==> config.mk <==
export PLATFORM = sky130hd
export DESIGN_NAME = counter_rev_param
export DESIGN_NICKNAME = d
export VERILOG_FILES = /design/src/rtl/counter_rev_param_pkg.sv /design/src/rtl/counter_rev_param.sv
export SDC_FILE = /design/constraint.sdc
export NUM_CORES = 1
export LEC_CHECK = 0
export ABC_AREA = 1
export CORE_UTILIZATION = 45
export DETAILED_ROUTE_END_ITERATION = 7
export PLACE_DENSITY_LB_ADDON = 0.1
export RECOVER_POWER = 25
export SKIP_CTS_REPAIR_TIMING = 1
export SLEW_MARGIN = 5
export SYNTH_ARGS = -nofsm -noshare
export SYNTH_HDL_FRONTEND = slang
export SYNTH_SLANG_ARGS = --single-unit
==> constraint.sdc <==
create_clock -name clk -period 2.45 [get_ports clk]
set_clock_uncertainty 0.05 [all_clocks]
set_input_delay 0.3675 -clock clk [delete_from_list [all_inputs] [get_ports clk]]
set_output_delay 0.3675 -clock clk [all_outputs]
set_load 0.02 [all_outputs]
==> src/rtl/counter_rev_param_pkg.sv <==
// -----------------------------------------------------------------------------
// counter_rev_param_pkg
// Shared encodings for the reversible counter: direction select values on s
// and run-mode values on one_shot. Imported by counter_rev_param and by any
// datapath block that drives those controls.
// -----------------------------------------------------------------------------
package counter_rev_param_pkg;

    // Direction encodings for the s input
    localparam logic DIR_UP       = 1'b1;
    localparam logic DIR_DOWN     = 1'b0;

    // Run-mode encodings for the one_shot input
    localparam logic MODE_FREE    = 1'b0;
    localparam logic MODE_ONESHOT = 1'b1;

endpackage : counter_rev_param_pkg

==> src/rtl/counter_rev_param.sv <==
// -----------------------------------------------------------------------------
// counter_rev_param
// Parametrised synchronous up/down counter with parallel load, programmable
// terminal value (Limit), free-run / one-shot modes and a cascadable ripple
// carry. Instances chain through RC -> ci to build wider counters
// (RC_REG must be 0 for chaining).
//
// Parameters
//   WIDTH    counter width in bits (>= 2)
//   RC_REG   0: RC combinational, 1: RC registered (one cycle late)
//
// Ports
//   clk       rising-edge clock
//   rst_n     synchronous active-low reset
//   en        count enable
//   ci        cascade carry in (tie high when standalone)
//   s         direction, 1 = up, 0 = down
//   Load      synchronous parallel load of PData
//   PData     parallel load value
//   Limit     terminal value (up: 0..Limit, down: Limit..0)
//   one_shot  1: stop at terminal value, 0: wrap
//   cnt       current count
//   RC        ripple carry / borrow at terminal count
//   done      sticky one-shot completion flag
// -----------------------------------------------------------------------------
module counter_rev_param
    import counter_rev_param_pkg::*;
#(
    parameter int WIDTH  = 32,
    parameter bit RC_REG = 1'b0
) (
    input  logic             clk,
    input  logic             rst_n,
    input  logic             en,
    input  logic             ci,
    input  logic             s,
    input  logic             Load,
    input  logic [WIDTH-1:0] PData,
    input  logic [WIDTH-1:0] Limit,
    input  logic             one_shot,
    output logic [WIDTH-1:0] cnt,
    output logic             RC,
    output logic             done
);

    localparam logic [WIDTH-1:0] CNT_ZERO = {WIDTH{1'b0}};
    localparam logic [WIDTH-1:0] CNT_ONE  = {{(WIDTH-1){1'b0}}, 1'b1};

    logic [WIDTH-1:0] cnt_q;
    logic [WIDTH-1:0] cnt_d;
    logic             done_q;
    logic             done_d;
    logic             rc_q;
    logic             term_s;
    logic             blocked_s;
    logic             step_s;
    logic             rc_comb_s;

    // Terminal detect, step qualification and combinational carry
    always_comb begin
        if (s == DIR_UP) begin
            term_s = (cnt_q == Limit);
        end else begin
            term_s = (cnt_q == CNT_ZERO);
        end
        // A completed one-shot blocks further steps until load, reset or free-run
        blocked_s = (one_shot == MODE_ONESHOT) & done_q;
        step_s    = en & ci & ~Load & ~blocked_s;
        // Carry deliberately ignores Load so a loaded terminal value is visible at once
        rc_comb_s = en & ci & term_s & ~blocked_s;
    end

    // Next count / done selection: Load > step > hold
    always_comb begin
        cnt_d  = cnt_q;
        // done is only retained while in one-shot mode; free-run clears it
        done_d = (one_shot == MODE_ONESHOT) & done_q;
        if (Load) begin
            cnt_d  = PData;
            done_d = 1'b0;
        end else if (step_s) begin
            if (term_s && (one_shot == MODE_ONESHOT)) begin
                // Terminal step in one-shot mode: freeze count, flag completion
                cnt_d  = cnt_q;
                done_d = 1'b1;
            end else if (s == DIR_UP) begin
                cnt_d = term_s ? CNT_ZERO : (cnt_q + CNT_ONE);
            end else begin
                cnt_d = term_s ? Limit : (cnt_q - CNT_ONE);
            end
        end else begin
            cnt_d = cnt_q;
        end
    end

    // State registers with synchronous active-low reset
    always_ff @(posedge clk) begin
        if (!rst_n) begin
            cnt_q  <= CNT_ZERO;
            done_q <= 1'b0;
            rc_q   <= 1'b0;
        end else begin
            cnt_q  <= cnt_d;
            done_q <= done_d;
            rc_q   <= rc_comb_s;
        end
    end

    assign cnt  = cnt_q;
    assign done = done_q;
    assign RC   = RC_REG ? rc_q : rc_comb_s;

endmodule : counter_rev_param

Yosys cells after proc, flatten, opt, wreduce, memory -nomap -nowiden
Index checks and enable logic that the tools add are counted.
{"block": "totals", "n_memories": 0, "mem_bits_rw": 0, "mem_bits_ro": 0, "latchBits": 0, "output_inout_bits": 34, "elab_cells": 29, "register_bits": 33, "in_bits": 71}
{"block": "classes", "n_addsub": 2, "n_div": 0, "n_reduce_logical": 5, "n_mux": 9, "order_cmp": 0, "n_shift": 0, "bitwise": 9, "eq_ne": 2, "mul": 0}
{"op": "$mux W32", "n": 6}
{"op": "$add A32 B1 Y32 const B", "n": 1}
{"op": "$eq A32 B32 Y1", "n": 1}
{"op": "$logic_not A32 Y1", "n": 1}
{"op": "$sub A32 B1 Y32 const B", "n": 1}
{"op": "$and A1 B1 Y1", "n": 6}
{"op": "$mux W1", "n": 3}
{"op": "$not A1 Y1", "n": 3}
{"op": "$ne A2 B2 Y1 const B", "n": 1}
{"op": "$reduce_and A2 Y1", "n": 1}
{"op": "$reduce_bool A2 Y1", "n": 1}
{"op": "$reduce_or A2 Y1", "n": 1}
{"op": "$logic_and A1 B1 Y1", "n": 1}

Logic depth before layout (Yosys ltp)
{"block": "depth", "depth_word": 7, "mapped_depth": 17, "mapped_depth_nobuf": 16}

Worst setup path after synthesis
Ideal clock, no wire load.
{"block": "synth_path", "kind": "register to output", "from": "reg cnt_q[0], in the netlist cnt[0]", "to": "out RC", "stages_incl_launch_ff": 12, "required_time_ns": 2.033, "n_path_buf": 1, "setup_slack_ns": -0.037, "arrival_time_ns": 2.070, "path_cell_list": "dfxtp_1 -> inv_1 -> ha_1 -> nand3_4 -> nor2_8 -> inv_2 -> nor2_8 -> nand4_4 -> nand2_4 -> nand2_2 -> buf_2 -> nor2_1"}
{"block": "synth_via", "elab_chain_len": 4, "elab_cells_between_ends": 5, "cone_classes": "1 x eq/ne; 1 x mux; 2 x bitwise; 1 x reduce/logical"}
{"element": "start: declaration", "line": "counter_rev_param.sv:49", "rtl": "logic [WIDTH-1:0] cnt_q;"}
{"element": "start signal: assignment", "line": "counter_rev_param.sv:103", "rtl": "cnt_q <= cnt_d;"}
{"element": "$eq A32 B32 Y1 / $logic_not A32 Y1 (equally long branches)", "line": "counter_rev_param.sv:62, counter_rev_param.sv:64"}
{"element": "$mux W1 *", "line": "counter_rev_param.sv:61", "rtl": "if (s == DIR_UP) begin"}
{"element": "$and A1 B1 Y1 * (2 in a row)", "line": "counter_rev_param.sv:70", "rtl": "rc_comb_s = en & ci & term_s & ~blocked_s;"}
{"element": "end: declaration", "line": "counter_rev_param.sv:42", "rtl": "output logic RC,"}
Mark *: on every way between the ends. The rest lies on a longest branch, timed or not.

Worst setup path in the final report
{"block": "layout_path", "from": "in Limit[9]", "to": "out RC"}
{"block": "layout_via", "elab_chain_len": 4}
{"element": "start: declaration", "line": "counter_rev_param.sv:39", "rtl": "input logic [WIDTH-1:0] Limit,"}
{"element": "$eq A32 B32 Y1", "line": "counter_rev_param.sv:62", "rtl": "term_s = (cnt_q == Limit);"}
{"element": "$mux W1", "line": "counter_rev_param.sv:61"}
{"element": "$and A1 B1 Y1 (2 in a row)", "line": "counter_rev_param.sv:70"}
No other way between the ends.

==> qor.txt <==
Run status -> finished, final reports clean
Number of input and output port buffers inserted -> 104
Clock network power share -> 23.1%
Final Cell Area -> 6590 sq um
Sequential cell area fraction in the yosys report -> 14.5%
Final nets -> 1,055
Fin crit period -> 2.39 ns
Portion of total power attributed to combinational logic -> 51.6%
Headroom to the max-slew limit -> 54.6%
Proportion of layout cells with a drive suffix above 1 -> 17.8%
HPWL after detailed placement -> 14,700 um
Standard-cell rows -> 36
Buffers from clock root to sink, at most -> 2
Nature of the critical path startpoint -> input port
Area Overhead vs Synth -> 44.7%
Crit Path Class -> input port to output pin
Core area -> 9770 sq um
Residual DRC -> 0
Post-synthesis cell count -> 817
Unrepaired setup endpoints after global routing -> yes
Number of warnings issued by yosys -> 0
Power density cells -> 386 nW/um^2
IO Count -> 105
Data arrival time of the worst path -> 1.97 ns
Mean Syn Cell Area -> 5.57 sq um
Number of failing setup endpoints in the final timing report -> 0
Count of final hold-check violations -> 0
Syn Std Cell Area -> 4550 sq um
Register-to-Register Setup Slack -> 0.13 ns
Vias after detailed routing -> 6,051
Most common flop cell mapped by yosys -> dfxtp_1
Sw Share -> 41.2%
Transition time at the pin with the least slew margin -> 0.681 ns
Placement Cell Area -> 6270 sq um
Post-synth EDFFs -> 0
Relative contribution of sequential cells to total power -> 25.2%
Total global routing track utilization -> 36.8%
Die height -> 103 um
Starting density of the core -> 46.6%
Global-route wire length before repair -> 28,800 um
Peak fanout along the critical path -> 3
Clock buffers created by TritonCTS -> 5
Grt total ovfl -> 0
Internal cell power -> 1490 uW
Clock latency reported for the late side of the worst-skew pair -> 0.31 ns
Worst hold path class -> flip-flop to flip-flop
Proportion of register bits with asynchronous set or reset after synthesis -> 0%
Max cap viols -> 0
Placer Congestion -> 0.970
Die Footprint -> 10,500 sq um
Number of pins exceeding their max-slew limit in the final report -> 0
CTS tree -> done
CTS root buf -> clkbuf_8
Final cycle utilization of the critical path -> 97.5%
Count of state elements after synthesis -> 33
Number of antenna violations at the first check in global routing -> 0
Leakage -> 0.00304 uW
Final setup margin -> 0.0606 ns
Achievable clock frequency -> 0.419 GHz
Clk sinks -> 33
Maximum ir drop on the vdd rail -> 278 uV
Largest net degree at the start of global routing -> 34
DRC marker count from the first detailed-route iteration -> 430
Critical path data required time -> 2.03 ns
Reported net switching power -> 1050 uW
Placement Setup Slack -> -0.469 ns
Net Count, Synth -> 890
Number of global-route vias before repair -> 5,689
Diode count -> 0
Die Width -> 103 um
Number of fill cells -> 898
Antenna Nets Post-Route -> 0
Routed wire per std cell -> 17.6 um
Critical path endpoint category -> output pin
Final routed wirelength across all metal layers -> 19,700 um
Number of different library cells in the post-synthesis netlist -> 38
Clock transition at the registers of the reported paths -> 0.09 ns
Number of levels the H-tree was split into -> 2
Number of iterations in the first detailed-routing pass -> 6
Number of vias per cell after detailed routing -> 5.42
-- placed cells by master, fill, tap and decap left out, types with 10 or more instances in the layout --
cell	n
dlygate4sd3_1	14
nor2_1	120
nand2_2	15
o21a_1	12
o21ai_0	34
nand4_1	11
xor2_1	39
nand2_1	229
inv_1	69
o21ai_1	11
a21oi_1	32
xnor2_1	24
clkdlybuf4s50_1	86
a21oi_2	10
buf_4	93
nand3_1	61
nor3_1	15
dfxtp_1	31
-- final timing paths --
kind / cells after the start / endpoint / start
setup / recovery: 11 / RC / Limit[9]
setup reg to reg: 15 / cnt[28]$_SDFFE_PN0P_ / cnt[1]$_SDFFE_PN0P_
hold reg to reg: 2 / done$_SDFF_PP0_ / done$_SDFF_PP0_
hold / removal: 2 / done$_SDFF_PP0_ / done$_SDFF_PP0_
-- power groups by stage --
stage	Clock, uW	Sequential, uW	Combinational (uW)
floorplan	0	680	676
global placement	0	648	1220
detailed placement	0	651	1240
CTS	601	638	1240
global route	617	647	1420
finish	588	642	1310
-- cells in the mapped netlist, types with 10 or more instances --
master / instances / area (sq um)
a21oi_1: 32 / 160
nand4_1: 11 / 68.8
nand3_1: 61 / 305
o21ai_0: 37 / 185
buf_2: 27 / 135
clkbuf_1: 14 / 52.6
nand2_2: 13 / 81.3
a21oi_2: 10 / 87.6
o21a_1: 12 / 90.1
dfxtp_1: 33 / 661
nor2_1: 129 / 484
xor2_1: 39 / 342
nand2_1: 233 / 875
xnor2_1: 26 / 228
nor3_1: 17 / 85.1
inv_1: 69 / 259
-- cell families after synthesis --
family / count (synthesis) / synth area share [%]
compound gates: 101 / 12.6
simple gates: 479 / 45.4
buf+inv: 129 / 12.6
flops: 33 / 14.5
fa+ha+maj: 2 / 0.550
mux: 8 / 1.76
xor+xnor: 65 / 12.5
-- stage by stage --
| step | cells | hold slack [ns] | TNS (ns) | power [uW] | utilization, % |
|---|---|---|---|---|---|
| after global placement | 1103 | 0.419 | -10.83 | 1870 | 64.1 |
| after CTS | 1111 | 0.448 | -2.27 | 2480 | 65.3 |
| final | 1116 | 0.441 | 0 | 2540 | 67.4 |
| after detailed placement | 1103 | 0.429 | -12.83 | 1890 | 64.1 |
| after global routing | 1116 | 0.464 | -0.0734 | 2680 | 67.4 |
| after floorplan | 817 | 0.465 | 0 | 1360 | - |
-- layer usage --
| metal | vias to the layer above | global-route usage [%] | routed length (um) |
|---|---|---|---|
| met5 | - | 0 | 0 |
| met4 | 0 | 13.1 | 692 |
| met3 | 46 | 6.58 | 1960 |
| met2 | 305 | 60.2 | 8890 |
| met1 | 2799 | 48.4 | 8140 |
| li1 | 2901 | - | - |
-- layout make-up --
class	count	area, sq um	share of cell area, %
clock buffers	7	86.3	1.31
clock inverters	1	30.0	0.456
inverters	80	304	4.61
multi-input cells	655	3390	51.5
flip-flops and latches	33	663	10.1
well taps	133	166	2.53
repair buffers	207	1950	29.5
-- sequential cells by signal (all words and copies together), names as in the netlist --
| register | cells |
|---|---|
| cnt | 32 |
| done | 1 |
-- worst max-delay path, cell delays in order --
cell and delay [ns]:
clkdlybuf4s50_1 0.51, xnor2_1 0.15, nand2_1 0.12, nor2_4 0.17, nand2_2 0.09, nor2_1 0.08, nand2_1 0.09, nand2_4 0.10
nand2_2 0.07, nor2_2 0.09, buf_4 0.14
(Power assumes the default switching activity.)
